===== config.mk =====
export PLATFORM = sky130hd
export DESIGN_NAME = pipe_ctrl
export DESIGN_NICKNAME = d
export VERILOG_FILES = /design/src/rtl/pipe_ctrl.sv
export SDC_FILE = /design/constraint.sdc
export NUM_CORES = 1
export LEC_CHECK = 0
export BUFFER_PORTS_ARGS = -buffer_cell sky130_fd_sc_hd__clkbuf_2
export CAP_MARGIN = 10
export CORE_MARGIN = 4
export CORE_UTILIZATION = 54
export CTS_CLUSTER_SIZE = 10
export DETAILED_ROUTE_END_ITERATION = 10
export PLACE_DENSITY = 0.81
export SLEW_MARGIN = 15
export SYNTH_ARGS = -nofsm -noshare
export SYNTH_HDL_FRONTEND = slang
export SYNTH_SLANG_ARGS = --single-unit

===== constraint.sdc =====
create_clock -name clk -period 2.9 [get_ports clk]
set_input_delay 0.58 -clock clk [delete_from_list [all_inputs] [get_ports clk]]
set_output_delay 0.58 -clock clk [all_outputs]
set_load 0.005 [all_outputs]

===== src/rtl/pipe_ctrl.sv =====
// Y86-64 pipeline control: hazard-driven stall/bubble generation, run/drain/halt
// status tracking and saturating performance counters.
module pipe_ctrl #(
    parameter int unsigned CNT_W = 32,
    parameter logic [3:0]  RNONE = 4'hF
) (
    input  logic             clk,
    input  logic             rst_n,
    input  logic [3:0]       D_icode,
    input  logic [3:0]       d_srcA,
    input  logic [3:0]       d_srcB,
    input  logic [3:0]       E_icode,
    input  logic [3:0]       E_dstM,
    input  logic             e_Cnd,
    input  logic [3:0]       M_icode,
    input  logic [2:0]       m_stat,
    input  logic [2:0]       W_stat,
    input  logic             clr_cnt,
    output logic             F_stall,
    output logic             D_stall,
    output logic             D_bubble,
    output logic             E_bubble,
    output logic             M_bubble,
    output logic             W_stall,
    output logic             cpu_halted,
    output logic [2:0]       halt_stat,
    output logic [CNT_W-1:0] cyc_cnt,
    output logic [CNT_W-1:0] stall_cnt,
    output logic [CNT_W-1:0] bubble_cnt,
    output logic [CNT_W-1:0] mispred_cnt
);

    localparam logic [2:0] STAT_AOK = 3'd1;
    localparam logic [2:0] STAT_HLT = 3'd2;
    localparam logic [2:0] STAT_ADR = 3'd3;
    localparam logic [2:0] STAT_INS = 3'd4;

    localparam logic [3:0] I_MRMOV = 4'h5;
    localparam logic [3:0] I_JXX   = 4'h7;
    localparam logic [3:0] I_RET   = 4'h9;
    localparam logic [3:0] I_POP   = 4'hB;

    typedef enum logic [1:0] {ST_RUN, ST_DRAIN, ST_HALT} state_t;

    state_t           r_state;
    logic [2:0]       r_halt_stat;
    logic [CNT_W-1:0] r_cyc_cnt;
    logic [CNT_W-1:0] r_stall_cnt;
    logic [CNT_W-1:0] r_bubble_cnt;
    logic [CNT_W-1:0] r_mispred_cnt;

    logic w_lu;
    logic w_ret;
    logic w_misp;
    logic w_exc_m;
    logic w_exc_w;

    function automatic logic is_exc(input logic [2:0] s);
        return (s == STAT_HLT) || (s == STAT_ADR) || (s == STAT_INS);
    endfunction

    // Counters stick at all-ones instead of wrapping.
    function automatic logic [CNT_W-1:0] sat_inc(input logic [CNT_W-1:0] v, input logic en);
        if (en && (v != '1))
            return v + CNT_W'(1);
        return v;
    endfunction

    always_comb begin
        w_lu    = ((E_icode == I_MRMOV) || (E_icode == I_POP)) && (E_dstM != RNONE) &&
                  ((E_dstM == d_srcA) || (E_dstM == d_srcB));
        w_ret   = (D_icode == I_RET) || (E_icode == I_RET) || (M_icode == I_RET);
        w_misp  = (E_icode == I_JXX) && !e_Cnd;
        w_exc_m = is_exc(m_stat);
        w_exc_w = is_exc(W_stat);
    end

    // Reset flushes the pipe regardless of FSM state; HALT freezes fetch and retire.
    always_comb begin
        F_stall  = 1'b0;
        D_stall  = 1'b0;
        D_bubble = 1'b1;
        E_bubble = 1'b1;
        M_bubble = 1'b1;
        W_stall  = 1'b0;
        if (rst_n) begin
            if (r_state == ST_HALT) begin
                F_stall  = 1'b1;
                D_stall  = 1'b1;
                D_bubble = 1'b0;
                E_bubble = 1'b0;
                M_bubble = 1'b1;
                W_stall  = 1'b1;
            end else begin
                F_stall  = w_lu | w_ret;
                D_stall  = w_lu;
                D_bubble = w_misp | (w_ret & ~w_lu);
                E_bubble = w_misp | w_lu;
                M_bubble = w_exc_m | w_exc_w | (r_state == ST_DRAIN);
                W_stall  = w_exc_w;
            end
        end
    end

    always_ff @(posedge clk) begin
        if (!rst_n) begin
            r_state       <= ST_RUN;
            r_halt_stat   <= STAT_AOK;
            r_cyc_cnt     <= '0;
            r_stall_cnt   <= '0;
            r_bubble_cnt  <= '0;
            r_mispred_cnt <= '0;
        end else begin
            unique case (r_state)
                ST_RUN: begin
                    if (w_exc_w) begin
                        r_state     <= ST_HALT;
                        r_halt_stat <= W_stat;
                    end else if (w_exc_m) begin
                        r_state <= ST_DRAIN;
                    end
                end
                ST_DRAIN: begin
                    if (w_exc_w) begin
                        r_state     <= ST_HALT;
                        r_halt_stat <= W_stat;
                    end
                end
                ST_HALT: r_state <= ST_HALT;
                default: r_state <= ST_RUN;
            endcase

            if (clr_cnt) begin
                r_cyc_cnt     <= '0;
                r_stall_cnt   <= '0;
                r_bubble_cnt  <= '0;
                r_mispred_cnt <= '0;
            end else if (r_state != ST_HALT) begin
                r_cyc_cnt     <= sat_inc(r_cyc_cnt, 1'b1);
                r_stall_cnt   <= sat_inc(r_stall_cnt, F_stall);
                r_bubble_cnt  <= sat_inc(r_bubble_cnt, D_bubble | E_bubble);
                r_mispred_cnt <= sat_inc(r_mispred_cnt, w_misp);
            end
        end
    end

    assign cpu_halted  = (r_state == ST_HALT);
    assign halt_stat   = r_halt_stat;
    assign cyc_cnt     = r_cyc_cnt;
    assign stall_cnt   = r_stall_cnt;
    assign bubble_cnt  = r_bubble_cnt;
    assign mispred_cnt = r_mispred_cnt;

endmodule


# == After elaboration in Yosys (flattened, before gate mapping) ==
# Index checks and enable logic that the tools add are counted.
# word_totals
reg_bits,133
latchBits,0
ram_bits,0
mem_bits_ro,0
inputBits,34
out_inout_bits,138
elab_cells,103
n_memories,0
# op_classes
addsub,4
mul,0
div_mod_pow,0
magnitude_cmp,0
eq_ne,24
n_shift,0
n_mux,36
bitwise,9
reduce_logical,24
# op_table
cell,count
$add A32 B1 Y32 const B,4
$mux W32,4
$ne A32 B32 Y1 const B,4
$mux W1,28
$eq A4 B4 Y1 const B,4
$eq A3 B2 Y1 const B,4
$reduce_and A2 Y1,6
$eq A4 B3 Y1 const B,2
$eq A4 B4 Y1,2
$logic_or A1 B1 Y1,8
$eq A3 B3 Y1 const B,2
$logic_and A1 B1 Y1,6
$mux W2,3
$or A1 B1 Y1,6
$pmux W2 S3,1
$ne A2 B2 Y1 const B,2
$ne A4 B4 Y1 const B,1
$reduce_or A2 Y1,2
$ne A3 B3 Y1 const B,1
$eq A2 B1 Y1 const B,1
$eq A2 B2 Y1 const B,1
$logic_not A2 Y1,1
$not A1 Y1,2
$and A1 B1 Y1,1
$logic_not A1 Y1,1

# == Depth between registers and ports, before layout ==
# Gate-level depths: netlist of run 1.
# depth
depth_word,16
mapped_depth,10
mapped_depth_nobuf,8

# == Least setup slack after synthesis of run 1 ==
# No wires, ideal clock.
# synth_timing
path_type,flip-flop to flip-flop
startpoint,register r_state[0]
endpoint,"register r_bubble_cnt[25], in the netlist bubble_cnt[25]"
setup_ps,70
arrival_ps,2171
required_ps,2830
path_slack_ps,659
stages_incl_launch_ff,10
n_path_buf,1
period_less_slack_ps,2241
path_cell_list,dfxtp_1 -> inv_1 -> ha_1 -> and4bb_1 -> nand2_1 -> a31oi_1 -> nor2_1 -> clkbuf_1 -> or4_1 -> a21oi_1
# synth_between
elab_chain_len,10
word_cells_on_any_way,13
classes_between,eq/ne (2); mux (8); bitwise (1); reduce/logical (2)
# synth_rtl
element,line,rtl
"start, declared",45,state_t r_state;
"start signal, assigned",107,r_state <= ST_RUN;
"start signal, assigned",117,r_state <= ST_HALT;
"start signal, assigned",120,r_state <= ST_DRAIN;
$eq A2 B2 Y1 (*),--,
via cpu_halted,25,"output logic cpu_halted,"
$mux W1,87,if (r_state == ST_HALT) begin
$mux W1,86,if (rst_n) begin
$or A1 B1 Y1 (*),141,"r_bubble_cnt <= sat_inc(r_bubble_cnt, D_bubble | E_bubble);"
$logic_and A1 B1 Y1 (*),64,if (en && (v != '1))
$mux W1 (*),64,
$mux W1 (*),138,end else if (r_state != ST_HALT) begin
$mux W1 (*),133,if (clr_cnt) begin
$mux W1 (*),106,if (!rst_n) begin
$reduce_and A2 Y1 (no source line) (*),--,
"end signal, assigned",141,
"end, declared",49,logic [CNT_W-1:0] r_bubble_cnt;
# The timed path passes the listed nets; every way through them passes the cells marked *. The select of a mux whose other input is x is not followed.
# A chain may end at the register's enable or synchronous reset.

# == Final worst setup path of run 1 ==
# layout_timing
startpoint,register r_state[0]
endpoint,output M_bubble
# layout_between
elab_chain_len,4
word_cells_on_any_way,5
classes_between,eq/ne (2); mux (2); bitwise (1)
# layout_rtl
element,line,rtl
$eq A2 B1 Y1,99,M_bubble = w_exc_m | w_exc_w | (r_state == ST_DRAIN);
$or A1 B1 Y1,99,
$mux W1 (*),87,
$mux W1 (*),86,
"end, declared",23,"output logic M_bubble,"
# Mark *: on every way between the ends. The rest lies on a longest branch, timed or not.

==> flow_results.xml, run 1 <==
<?xml version="1.0" encoding="UTF-8"?>
<metrics>
  <group name="status">
    <metric name="run_status" unit="">finished, final reports clean</metric>
  </group>
  <group name="setup_path">
    <metric name="crit_path_end_kind" unit="">output pin</metric>
    <metric name="critPathArrivalTime" unit="ps">2130</metric>
    <metric name="rr_startpoint" unit="">bubble_cnt[0]</metric>
    <metric name="critical-path-slowest-cell" unit="">sky130_fd_sc_hd__or4_1</metric>
    <metric name="critPathLaunchType" unit="">register</metric>
    <metric name="timing.critical_path.slowest_cell_delay" unit="ps">500</metric>
    <metric name="required_arrival_time_at_the_worst_endpoint" unit="ps">2320</metric>
    <metric name="timing.critical_path.max_delay_family" unit="">simple AND/OR/NAND/NOR gates</metric>
    <metric name="critical_path.cell_chain" unit="">inv_1 &gt; ha_1 &gt; inv_2 &gt; nand2_1 &gt; or4_1 &gt; clkbuf_2</metric>
    <metric name="crit_buf_inv" unit="">3</metric>
    <metric name="critical_path.max_fanout" unit="">7</metric>
    <metric name="timing_worst_setup_path_type" unit="">reg2out</metric>
    <metric name="critPathLaunch" unit="">r_state[0]</metric>
  </group>
  <group name="placement">
    <metric name="place_ws" unit="ps">242.3</metric>
    <metric name="gpl.final_weighted_congestion" unit="">0.8059</metric>
    <metric name="post-place-cells" unit="">1159</metric>
    <metric name="port_buffers" unit="">171</metric>
    <metric name="hpwl" unit="um">13070</metric>
    <metric name="dpl_cell_area" unit="sq mm">0.007946</metric>
  </group>
  <group name="finish">
    <metric name="stdcell_count" unit="">1190</metric>
    <metric name="layout.nets" unit="">1052</metric>
    <metric name="area_growth_syn_to_layout" unit="%">24.18</metric>
    <metric name="drive_gt1_share" unit="%">23.19</metric>
    <metric name="layout.cells.most_common_list" unit="">sky130_fd_sc_hd__clkbuf_2 (171), sky130_fd_sc_hd__dfxtp_1 (133), sky130_fd_sc_hd__nor2_1 (71), sky130_fd_sc_hd__nand2_1 (69)</metric>
    <metric name="layout.cell_area.non_filler" unit="sq mm">0.008513</metric>
    <metric name="antenna_cells" unit="">0</metric>
    <metric name="layout_commonest_cell" unit="">sky130_fd_sc_hd__clkbuf_2</metric>
  </group>
  <group name="synthesis">
    <metric name="synth-main-ff-cell" unit="">sky130_fd_sc_hd__dfxtp_1</metric>
    <metric name="synthesis.area_per_instance" unit="sq um">8.200</metric>
    <metric name="number_of_enable_type_register_cells_in_the_synthesized_netlist" unit="">0</metric>
    <metric name="yosysSeqAreaShare" unit="%">38.84</metric>
    <metric name="syn_inst_count" unit="">836</metric>
    <metric name="synth.lib_cells_used.distinct" unit="">56</metric>
    <metric name="count_of_warnings_emitted_by_yosys" unit="">0</metric>
    <metric name="postSynth.asyncResetShare" unit="%">0</metric>
    <metric name="syn_area" unit="sq mm">0.006855</metric>
    <metric name="postSynthNetCount" unit="">878</metric>
    <metric name="synth.ff_latch_count" unit="">133</metric>
  </group>
  <group name="power_and_ir_drop">
    <metric name="cell_internal_pwr" unit="uW">3300</metric>
    <metric name="power_switching_share" unit="%">23.86</metric>
    <metric name="p_comb_share" unit="%">9.1</metric>
    <metric name="total_switching_power" unit="uW">1035</metric>
    <metric name="p_seq_share" unit="%">43.1</metric>
    <metric name="power.total" unit="uW">4335</metric>
    <metric name="worst_ir_drop_vdd" unit="mV">0.4464</metric>
    <metric name="cellPowerDensity" unit="mW/mm^2">509.2</metric>
    <metric name="clockPowerShare" unit="%">47.8</metric>
    <metric name="total_leakage_power" unit="uW">0.003094</metric>
  </group>
  <group name="routing">
    <metric name="iter_0_drt_violations" unit="">512</metric>
    <metric name="remaining_design_rule_violation_count" unit="">0</metric>
    <metric name="per_cell_routed_wire_length" unit="um">15.70</metric>
    <metric name="routed-via-count" unit="">6970</metric>
    <metric name="detail_route.wirelength" unit="um">18690</metric>
    <metric name="antenna_left" unit="">0</metric>
    <metric name="post_drt_via_cell_ratio" unit="">5.857</metric>
    <metric name="detailed_routing_iterations_pass_1" unit="">6</metric>
  </group>
  <group name="min_path">
    <metric name="min_path_type" unit="">in2reg</metric>
    <metric name="hold_path_startpoint" unit="">W_stat[2]</metric>
  </group>
  <group name="sta">
    <metric name="rsz0062_at_grt" unit="">no</metric>
    <metric name="clock_skew" unit="ps">7.357</metric>
    <metric name="finalHoldViolations" unit="">0</metric>
    <metric name="timing_worst_slew_pin_value" unit="ps">604.1</metric>
    <metric name="fin_tns_setup" unit="ps">0</metric>
    <metric name="number_of_max_slew_violations_in_the_final_report" unit="">0</metric>
    <metric name="layout_min_cycle_time" unit="ps">2706</metric>
    <metric name="final-setup-viol-count" unit="">0</metric>
    <metric name="slew_headroom" unit="%">59.39</metric>
    <metric name="achievable-frequency" unit="MHz">369.5</metric>
    <metric name="final.period_utilization" unit="%">93.31</metric>
    <metric name="worst_slack" unit="ps">193.9</metric>
  </group>
  <group name="global_routing">
    <metric name="gr-usage-met3" unit="%">7.437</metric>
    <metric name="globalRouteMet2Util" unit="%">42.02</metric>
    <metric name="grt_max_degree" unit="">48</metric>
    <metric name="grt_first_pass_wirelength" unit="um">31420</metric>
    <metric name="grt_most_used_layer" unit="">met2</metric>
    <metric name="number_of_global_route_vias_before_repair" unit="">6481</metric>
    <metric name="grt-ovfl-total" unit="">0</metric>
    <metric name="grt_use_total" unit="%">26.18</metric>
    <metric name="antenna_found_initial" unit="">0</metric>
    <metric name="grt.met1_usage" unit="%">33.84</metric>
  </group>
  <group name="cts">
    <metric name="latest_clock_arrival_within_the_worst_skew_pair" unit="ps">430</metric>
    <metric name="cts.htree.levels" unit="">4</metric>
    <metric name="cts_tree" unit="">yes</metric>
    <metric name="clockBufferDepth" unit="">2</metric>
    <metric name="numCtsBuffers" unit="">17</metric>
    <metric name="cts-root-buf" unit="">sky130_fd_sc_hd__clkbuf_16</metric>
    <metric name="cts_hold_repair.buffers" unit="">0</metric>
    <metric name="cts_sinks" unit="">133</metric>
    <metric name="clkTransAtPathRegs" unit="ps">60</metric>
  </group>
  <group name="floorplanning">
    <metric name="initial_utilization" unit="%">56.14</metric>
    <metric name="die_area" unit="sq mm">0.01456</metric>
    <metric name="die_w" unit="um">120.7</metric>
    <metric name="floorplan.core_area" unit="sq mm">0.01221</metric>
    <metric name="std_cell_rows" unit="">40</metric>
    <metric name="top_level_ports" unit="">172</metric>
    <metric name="die_y_extent" unit="um">120.7</metric>
  </group>
  <group name="run">
    <metric name="drv.max_cap_violation_count" unit="">0</metric>
  </group>
</metrics>
## kinds of logic (layout without fill, tap and decap cells)
logic type	count (synthesis)	after routing	synth area share (%)
and+or+nand+nor	411	411	33.55
AOI/OAI and AO/OA	166	166	14.55
DFF	133	133	38.84
xor gates and xnor gates	57	57	7.282
buffers and inverters	52	238	2.975
muxes	9	9	1.351
adders and majority gates	8	8	1.460
## power by group through the flow
stage                     sequential [uW]  clock [uW]  combinational, uW
after floorplan                      1900           0                244
after global placement               1910           0                382
after detailed placement             1910           0                391
after CTS                            1870        2090                395
after global routing                 1870        2150                446
final                                1870        2070                395
## metal layers
| metal | vias up | part of all wire [%] |
|---|---|---|
| met2 | 207 | 47 |
| li1 | 3433 | - |
| met5 | - | 0 |
| met3 | 35 | 6.9 |
| met4 | 0 | 1.8 |
| met1 | 3295 | 45 |
## flip-flops by register name, summed over array words and instances (netlist names)
| signal | count |
|---|---|
| r_state | 2 |
| bubble_cnt | 32 |
| mispred_cnt | 32 |
| halt_stat | 3 |
| cyc_cnt | 32 |
| stall_cnt | 32 |
## synth_stat cells (all sizes together) (3+ instances only)
cell type,n,area share [%]
dfxtp,133,39
nor2,71,3.9
nand2,70,3.9
nand3,64,4.8
a21oi,62,4.5
o21ai,48,3.5
or3,40,3.7
nand4,37,3.5
xnor2,29,3.7
or4,28,3.1
xor2,28,3.6
clkbuf,26,1.4
nor3,25,1.8
o31ai,22,2.4
inv,19,1.0
and4,14,1.8
and3,13,1.2
nor4,13,1.7
ha,8,1.5
and2,7,0.64
buf,7,0.51
mux2i,7,1.0
o211ai,7,0.77
o21a,7,0.77
nand2b,6,0.55
nor2b,4,0.36
nor4b,4,0.73
o31a,4,0.51
a21boi,3,0.33
a31oi,3,0.27
nor3b,3,0.33
nor4bb,3,0.44
or2,3,0.27
## worst paths after layout
path	end	slack [ps]	depth (start not counted)
max	M_bubble	190	6
min	halt_stat[1]	400	2
max reg2reg	bubble_cnt[20]	240	6
min reg2reg	halt_stat[1]	480	2
## layout make-up
class / count / area (sq um)
clock buffer: 28 / 526.8
clock inverter: 3 / 40.04
fill: 1047 / 3699
inverter: 19 / 71.32
multi-input combinational: 651 / 4006
sequential: 133 / 2663
tap: 168 / 210.2
timing repair buffer: 188 / 996.0
## per-stage QoR
step | util [%] | hold WS [ps]
floorplan | - | 460.9
global placement | 65.07 | 458.9
detailed placement | 65.07 | 461.3
CTS | 69.71 | 379.7
global route | 69.71 | 410.6
finish | 69.71 | 396.2
## timing repair
action                     CTS  global route
setup endpoints to repair    0             1
gates resized for setup      0             1
setup buffers                0             0
Note: power is estimated with default switching activity, not from simulation.
==> run 2: changes to the inputs <==
--- a/config.mk
+++ b/config.mk
@@ -8,10 +8,10 @@
 export BUFFER_PORTS_ARGS = -buffer_cell sky130_fd_sc_hd__clkbuf_2
 export CAP_MARGIN = 10
 export CORE_MARGIN = 4
-export CORE_UTILIZATION = 54
+export CORE_UTILIZATION = 49
 export CTS_CLUSTER_SIZE = 10
 export DETAILED_ROUTE_END_ITERATION = 10
-export PLACE_DENSITY = 0.81
+export PLACE_DENSITY = 0.77
 export SLEW_MARGIN = 15
 export SYNTH_ARGS = -nofsm -noshare
 export SYNTH_HDL_FRONTEND = slang
==> constraint.sdc (replaced) <==
create_clock -name clk -period 2.3 [get_ports clk]
set_input_delay 0.46 -clock clk [delete_from_list [all_inputs] [get_ports clk]]
set_output_delay 0.46 -clock clk [all_outputs]
set_load 0.005 [all_outputs]
==> flow_results.xml, run 2 (synthesis gave the netlist of run 1 again) <==
<?xml version="1.0" encoding="UTF-8"?>
<metrics>
  <group name="status">
    <metric name="run_status" unit="">finished, final reports clean</metric>
  </group>
  <group name="global_routing">
    <metric name="grt_max_degree" unit="">51</metric>
    <metric name="grt-ovfl-total" unit="">0</metric>
    <metric name="grt_first_pass_wirelength" unit="um">31640</metric>
    <metric name="number_of_global_route_vias_before_repair" unit="">6561</metric>
    <metric name="grt_use_total" unit="%">23.72</metric>
    <metric name="antenna_found_initial" unit="">0</metric>
  </group>
  <group name="cts">
    <metric name="latest_clock_arrival_within_the_worst_skew_pair" unit="ps">410</metric>
    <metric name="cts-root-buf" unit="">sky130_fd_sc_hd__clkbuf_16</metric>
    <metric name="numCtsBuffers" unit="">17</metric>
    <metric name="clkTransAtPathRegs" unit="ps">50</metric>
    <metric name="clockBufferDepth" unit="">2</metric>
    <metric name="cts_sinks" unit="">133</metric>
    <metric name="cts.htree.levels" unit="">4</metric>
    <metric name="cts_tree" unit="">yes</metric>
    <metric name="cts_hold_repair.buffers" unit="">0</metric>
  </group>
  <group name="finish">
    <metric name="area_growth_syn_to_layout" unit="%">30.83</metric>
    <metric name="antenna_cells" unit="">0</metric>
    <metric name="layout.cells.most_common_list" unit="">sky130_fd_sc_hd__clkbuf_2 (169), sky130_fd_sc_hd__dfxtp_1 (131), sky130_fd_sc_hd__nor2_1 (71), sky130_fd_sc_hd__nand2_1 (67)</metric>
    <metric name="drive_gt1_share" unit="%">27.82</metric>
    <metric name="layout.cell_area.non_filler" unit="sq mm">0.008969</metric>
    <metric name="layout_commonest_cell" unit="">sky130_fd_sc_hd__clkbuf_2</metric>
    <metric name="layout.nets" unit="">1097</metric>
    <metric name="post-route-util" unit="%">66.67</metric>
    <metric name="fillers" unit="">1173</metric>
  </group>
  <group name="run">
    <metric name="drv.max_cap_violation_count" unit="">0</metric>
  </group>
  <group name="power_and_ir_drop">
    <metric name="worst_ir_drop_vdd" unit="mV">0.4821</metric>
    <metric name="cellPowerDensity" unit="mW/mm^2">625.4</metric>
    <metric name="total_leakage_power" unit="uW">0.003352</metric>
  </group>
  <group name="floorplanning">
    <metric name="initial_utilization" unit="%">50.96</metric>
    <metric name="floorplan.core_area" unit="sq mm">0.01345</metric>
    <metric name="die_w" unit="um">126.3</metric>
    <metric name="die_y_extent" unit="um">126.3</metric>
    <metric name="top_level_ports" unit="">172</metric>
    <metric name="std_cell_rows" unit="">42</metric>
    <metric name="die_area" unit="sq mm">0.01595</metric>
  </group>
  <group name="routing">
    <metric name="detail_route.wirelength" unit="um">19220</metric>
    <metric name="detailed_routing_iterations_pass_1" unit="">5</metric>
    <metric name="post_drt_via_cell_ratio" unit="">5.748</metric>
    <metric name="routed-via-count" unit="">7127</metric>
    <metric name="antenna_left" unit="">0</metric>
    <metric name="per_cell_routed_wire_length" unit="um">15.50</metric>
    <metric name="remaining_design_rule_violation_count" unit="">0</metric>
    <metric name="iter_0_drt_violations" unit="">425</metric>
  </group>
  <group name="sta">
    <metric name="number_of_max_slew_violations_in_the_final_report" unit="">0</metric>
    <metric name="final-setup-viol-count" unit="">0</metric>
    <metric name="rsz0062_at_grt" unit="">yes</metric>
    <metric name="timing.hold.ws" unit="ps">296.4</metric>
    <metric name="final.period_utilization" unit="%">97.90</metric>
    <metric name="layout_min_cycle_time" unit="ps">2252</metric>
    <metric name="finalHoldViolations" unit="">0</metric>
    <metric name="slew_headroom" unit="%">68.78</metric>
    <metric name="timing_worst_slew_pin_value" unit="ps">464.0</metric>
    <metric name="fin_tns_setup" unit="ps">0</metric>
    <metric name="clock_skew" unit="ps">5.524</metric>
    <metric name="achievable-frequency" unit="MHz">444.1</metric>
  </group>
  <group name="setup_path">
    <metric name="critical_path.max_fanout" unit="">4</metric>
    <metric name="critPathArrivalTime" unit="ps">1790</metric>
    <metric name="timing_worst_setup_path_type" unit="">reg2out</metric>
    <metric name="required_arrival_time_at_the_worst_endpoint" unit="ps">1840</metric>
    <metric name="critPathLaunchType" unit="">register</metric>
    <metric name="crit_path_end_kind" unit="">output pin</metric>
  </group>
  <group name="placement">
    <metric name="dpl_cell_area" unit="sq mm">0.008297</metric>
    <metric name="gpl.final_weighted_congestion" unit="">0.8459</metric>
    <metric name="hpwl" unit="um">14100</metric>
    <metric name="port_buffers" unit="">171</metric>
  </group>
  <group name="min_path">
    <metric name="min_path_type" unit="">in2reg</metric>
  </group>
</metrics>
## run 2: path summary, 6_finish.rpt
check / start / to / slack [ps] / depth (start not counted)
hold reg to reg: halt_stat[2] / halt_stat[2] / 490 / 2
setup reg to reg: r_state[0] / bubble_cnt[28] / 70 / 9
setup / recovery: r_state[0] / E_bubble / 50 / 7
hold / removal: W_stat[2] / halt_stat[1] / 300 / 2
## run 2: area by class of cell
type | instances | area, sq um | area share (%)
well taps | 176 | 220.2 | 2.455
clock buffers | 24 | 491.7 | 5.483
multi-input cells | 651 | 4073 | 45.41
clock inverters | 4 | 72.57 | 0.8092
flip-flops and latches | 133 | 2665 | 29.72
repair buffers | 233 | 1373 | 15.30
inverters | 19 | 73.82 | 0.8231
## run 2: critical path: stages, from the launching register on
cell	delay [ps]
sky130_fd_sc_hd__dfxtp_2	330
sky130_fd_sc_hd__inv_2	50
sky130_fd_sc_hd__ha_4	170
sky130_fd_sc_hd__and4bb_1	330
sky130_fd_sc_hd__nand2_2	100
sky130_fd_sc_hd__buf_6	150
sky130_fd_sc_hd__nand3b_1	120
sky130_fd_sc_hd__buf_2	130
## run 2: metal layers
| metal | part of all wire, % | GRT usage [%] | wire [um] |
|---|---|---|---|
| met5 | 0 | 0 | 0 |
| met4 | 1.1 | 6.688 | 209 |
| met3 | 7.1 | 6.351 | 1367 |
| met2 | 47 | 37.75 | 9103 |
| met1 | 44 | 31.82 | 8543 |
## run 2: power by group
group	internal (uW)	switching [uW]
sequential	2330	24.8
combinational	273	346
clock	1680	947
total	4290	1320
## run 2: per-stage QoR
step	setup slack, ps	std cells	power, uW
5_1_grt	-34.01	1240	5821
2_1_floorplan	58.84	836	2708
6_report	48.33	1240	5609
4_1_cts	13.54	1237	5622
3_3_place_gp	-97.28	1209	2966
3_5_place_dp	-180.5	1209	2976
## run 2: what timing repair did
item	CTS	global route
resized for setup	11	13
endpoints found under the setup margin	15	16
buffers inserted	0	3
pin swaps	0	4
==> run 3: changes to the inputs <==
--- a/config.mk
+++ b/config.mk
@@ -11,6 +11,7 @@
 export CORE_UTILIZATION = 49
 export CTS_CLUSTER_SIZE = 10
 export DETAILED_ROUTE_END_ITERATION = 10
+export GPL_ROUTABILITY_DRIVEN = 0
 export PLACE_DENSITY = 0.77
 export SLEW_MARGIN = 15
 export SYNTH_ARGS = -nofsm -noshare
==> constraint.sdc (replaced) <==
create_clock -name clk -period 2.3 [get_ports clk]
set_input_delay 0.115 -clock clk [delete_from_list [all_inputs] [get_ports clk]]
set_output_delay 0.115 -clock clk [all_outputs]
set_load 0.005 [all_outputs]
==> flow_results.xml, run 3 (synthesis gave the netlist of run 1 again) <==
<?xml version="1.0" encoding="UTF-8"?>
<metrics>
  <group name="min_path">
    <metric name="min_path_type" unit="">in2reg</metric>
    <metric name="min_delay_path_depth" unit="">4</metric>
  </group>
  <group name="power_and_ir_drop">
    <metric name="worst_ir_drop_vdd" unit="mV">0.5081</metric>
    <metric name="cellPowerDensity" unit="mW/mm^2">641.4</metric>
    <metric name="power.total" unit="uW">5772</metric>
    <metric name="total_leakage_power" unit="uW">0.003369</metric>
  </group>
  <group name="global_routing">
    <metric name="grt_max_degree" unit="">46</metric>
    <metric name="grt_use_total" unit="%">23.87</metric>
    <metric name="antenna_found_initial" unit="">0</metric>
    <metric name="grt.met1_usage" unit="%">31.63</metric>
    <metric name="globalRouteMet2Util" unit="%">38.09</metric>
    <metric name="grt_first_pass_wirelength" unit="um">31650</metric>
    <metric name="number_of_global_route_vias_before_repair" unit="">6371</metric>
    <metric name="gr-usage-met3" unit="%">7.240</metric>
    <metric name="grt_most_used_layer" unit="">met2</metric>
    <metric name="grt-ovfl-total" unit="">0</metric>
  </group>
  <group name="sta">
    <metric name="clock_skew" unit="ps">5.265</metric>
    <metric name="finalHoldViolations" unit="">0</metric>
    <metric name="timing.hold.ws" unit="ps">102.4</metric>
    <metric name="timing_worst_slew_pin_value" unit="ps">752.0</metric>
    <metric name="rsz0062_at_grt" unit="">yes</metric>
    <metric name="final.period_utilization" unit="%">94.10</metric>
    <metric name="slew_headroom" unit="%">49.81</metric>
    <metric name="achievable-frequency" unit="MHz">462.0</metric>
    <metric name="worst_slack" unit="ps">135.7</metric>
    <metric name="number_of_max_slew_violations_in_the_final_report" unit="">0</metric>
    <metric name="layout_min_cycle_time" unit="ps">2164</metric>
    <metric name="final-setup-viol-count" unit="">0</metric>
  </group>
  <group name="setup_path">
    <metric name="worst_r2r_path_depth" unit="">7</metric>
    <metric name="critical_path.max_fanout" unit="">34</metric>
    <metric name="crit_path_end_kind" unit="">register</metric>
    <metric name="required_arrival_time_at_the_worst_endpoint" unit="ps">2590</metric>
    <metric name="critPathLaunchType" unit="">register</metric>
    <metric name="critPathArrivalTime" unit="ps">2460</metric>
    <metric name="timing_worst_setup_path_type" unit="">reg2reg</metric>
  </group>
  <group name="placement">
    <metric name="hpwl" unit="um">14030</metric>
    <metric name="post-place-cells" unit="">1209</metric>
    <metric name="port_buffers" unit="">171</metric>
    <metric name="place_ws" unit="ps">-96.53</metric>
  </group>
  <group name="floorplanning">
    <metric name="die_w" unit="um">126.3</metric>
    <metric name="floorplan.core_area" unit="sq mm">0.01345</metric>
    <metric name="die_area" unit="sq mm">0.01595</metric>
    <metric name="initial_utilization" unit="%">50.96</metric>
    <metric name="top_level_ports" unit="">172</metric>
    <metric name="die_y_extent" unit="um">126.3</metric>
    <metric name="std_cell_rows" unit="">42</metric>
  </group>
  <group name="finish">
    <metric name="drive_gt1_share" unit="%">27.46</metric>
    <metric name="area_growth_syn_to_layout" unit="%">31.28</metric>
    <metric name="layout_commonest_cell" unit="">sky130_fd_sc_hd__clkbuf_2</metric>
    <metric name="antenna_cells" unit="">0</metric>
    <metric name="layout.cells.most_common_list" unit="">sky130_fd_sc_hd__clkbuf_2 (171), sky130_fd_sc_hd__dfxtp_1 (133), sky130_fd_sc_hd__nor2_1 (70), sky130_fd_sc_hd__nand2_1 (67)</metric>
    <metric name="layout.nets" unit="">1097</metric>
    <metric name="stdcell_count" unit="">1243</metric>
  </group>
  <group name="routing">
    <metric name="routed-via-count" unit="">7192</metric>
    <metric name="remaining_design_rule_violation_count" unit="">0</metric>
    <metric name="detailed_routing_iterations_pass_1" unit="">5</metric>
    <metric name="iter_0_drt_violations" unit="">535</metric>
    <metric name="detail_route.wirelength" unit="um">19470</metric>
    <metric name="post_drt_via_cell_ratio" unit="">5.786</metric>
    <metric name="per_cell_routed_wire_length" unit="um">15.67</metric>
    <metric name="antenna_left" unit="">0</metric>
  </group>
  <group name="cts">
    <metric name="clkTransAtPathRegs" unit="ps">60</metric>
    <metric name="cts.htree.levels" unit="">4</metric>
    <metric name="clockBufferDepth" unit="">2</metric>
    <metric name="numCtsBuffers" unit="">17</metric>
    <metric name="cts_tree" unit="">yes</metric>
    <metric name="cts_sinks" unit="">133</metric>
    <metric name="latest_clock_arrival_within_the_worst_skew_pair" unit="ps">410</metric>
    <metric name="cts-root-buf" unit="">sky130_fd_sc_hd__clkbuf_16</metric>
  </group>
  <group name="status">
    <metric name="run_status" unit="">finished, final reports clean</metric>
  </group>
  <group name="run">
    <metric name="drv.max_cap_violation_count" unit="">0</metric>
  </group>
</metrics>
[run 3: cell types whose count changed in the layout (fill, tap and decap cells not counted), sizes merged]
cell	before	now
clkinv	1	5
clkbuf	193	190
buf	64	61
clkinvlp	1	3
dlygate4sd3	0	1
bufinv	2	4
[run 3: worst max-delay path, stage by stage (launching register included)]
cell	delay, ps
sky130_fd_sc_hd__dfxtp_1	450
sky130_fd_sc_hd__nand4_1	220
sky130_fd_sc_hd__nor4_2	580
sky130_fd_sc_hd__nand3_1	210
sky130_fd_sc_hd__o21ai_2	140
sky130_fd_sc_hd__buf_12	200
sky130_fd_sc_hd__xor2_1	160
sky130_fd_sc_hd__nor2_1	60
[run 3: path summary, 6_finish.rpt]
kind,start,end,slack [ps]
setup / recovery,bubble_cnt[20],bubble_cnt[0],140
hold / removal,W_stat[0],halt_stat[0],100
setup reg to reg,bubble_cnt[20],bubble_cnt[0],140
hold reg to reg,halt_stat[1],halt_stat[1],470
[run 3: area by class of cell]
class / instances / area, sq um
clock inverters: 12 / 180.2
flip-flops and latches: 133 / 2663
well taps: 176 / 220.2
fillers: 1178 / 4453
repair buffers: 233 / 1361
multi-input cells: 651 / 4068
inverters: 19 / 75.07
clock buffers: 19 / 432.9
[run 3: what timing repair did]
item	4_1_cts	5_1_grt
setup buffers	0	2
pin swaps	0	3
endpoints found under the hold margin	1	0
gates resized for setup	1	12
setup endpoints to repair	8	58
hold buffers	1	0
[run 3: per-layer routing]
layer	share of wire (%)	up-vias	wire length, um
met4	1.7	0	337
li1	-	3521	-
met1	44	3387	8488
met2	47	259	9132
met3	7.8	25	1514
met5	0	-	0
[run 3: stage by stage]
stage               setup TNS (ps)  cell area, sq um  utilization, %
floorplan                        0              6855               -
global placement            -114.9              8297           61.67
detailed placement          -348.2              8297           61.67
CTS                              0              8922           66.32
global route                -211.0              9000           66.90
finish                           0              9000           66.90
[run 3: where the power goes]
part | switching, uW | internal [uW]
combinational | 346 | 239
sequential | 18.4 | 2330
clock | 1030 | 1810
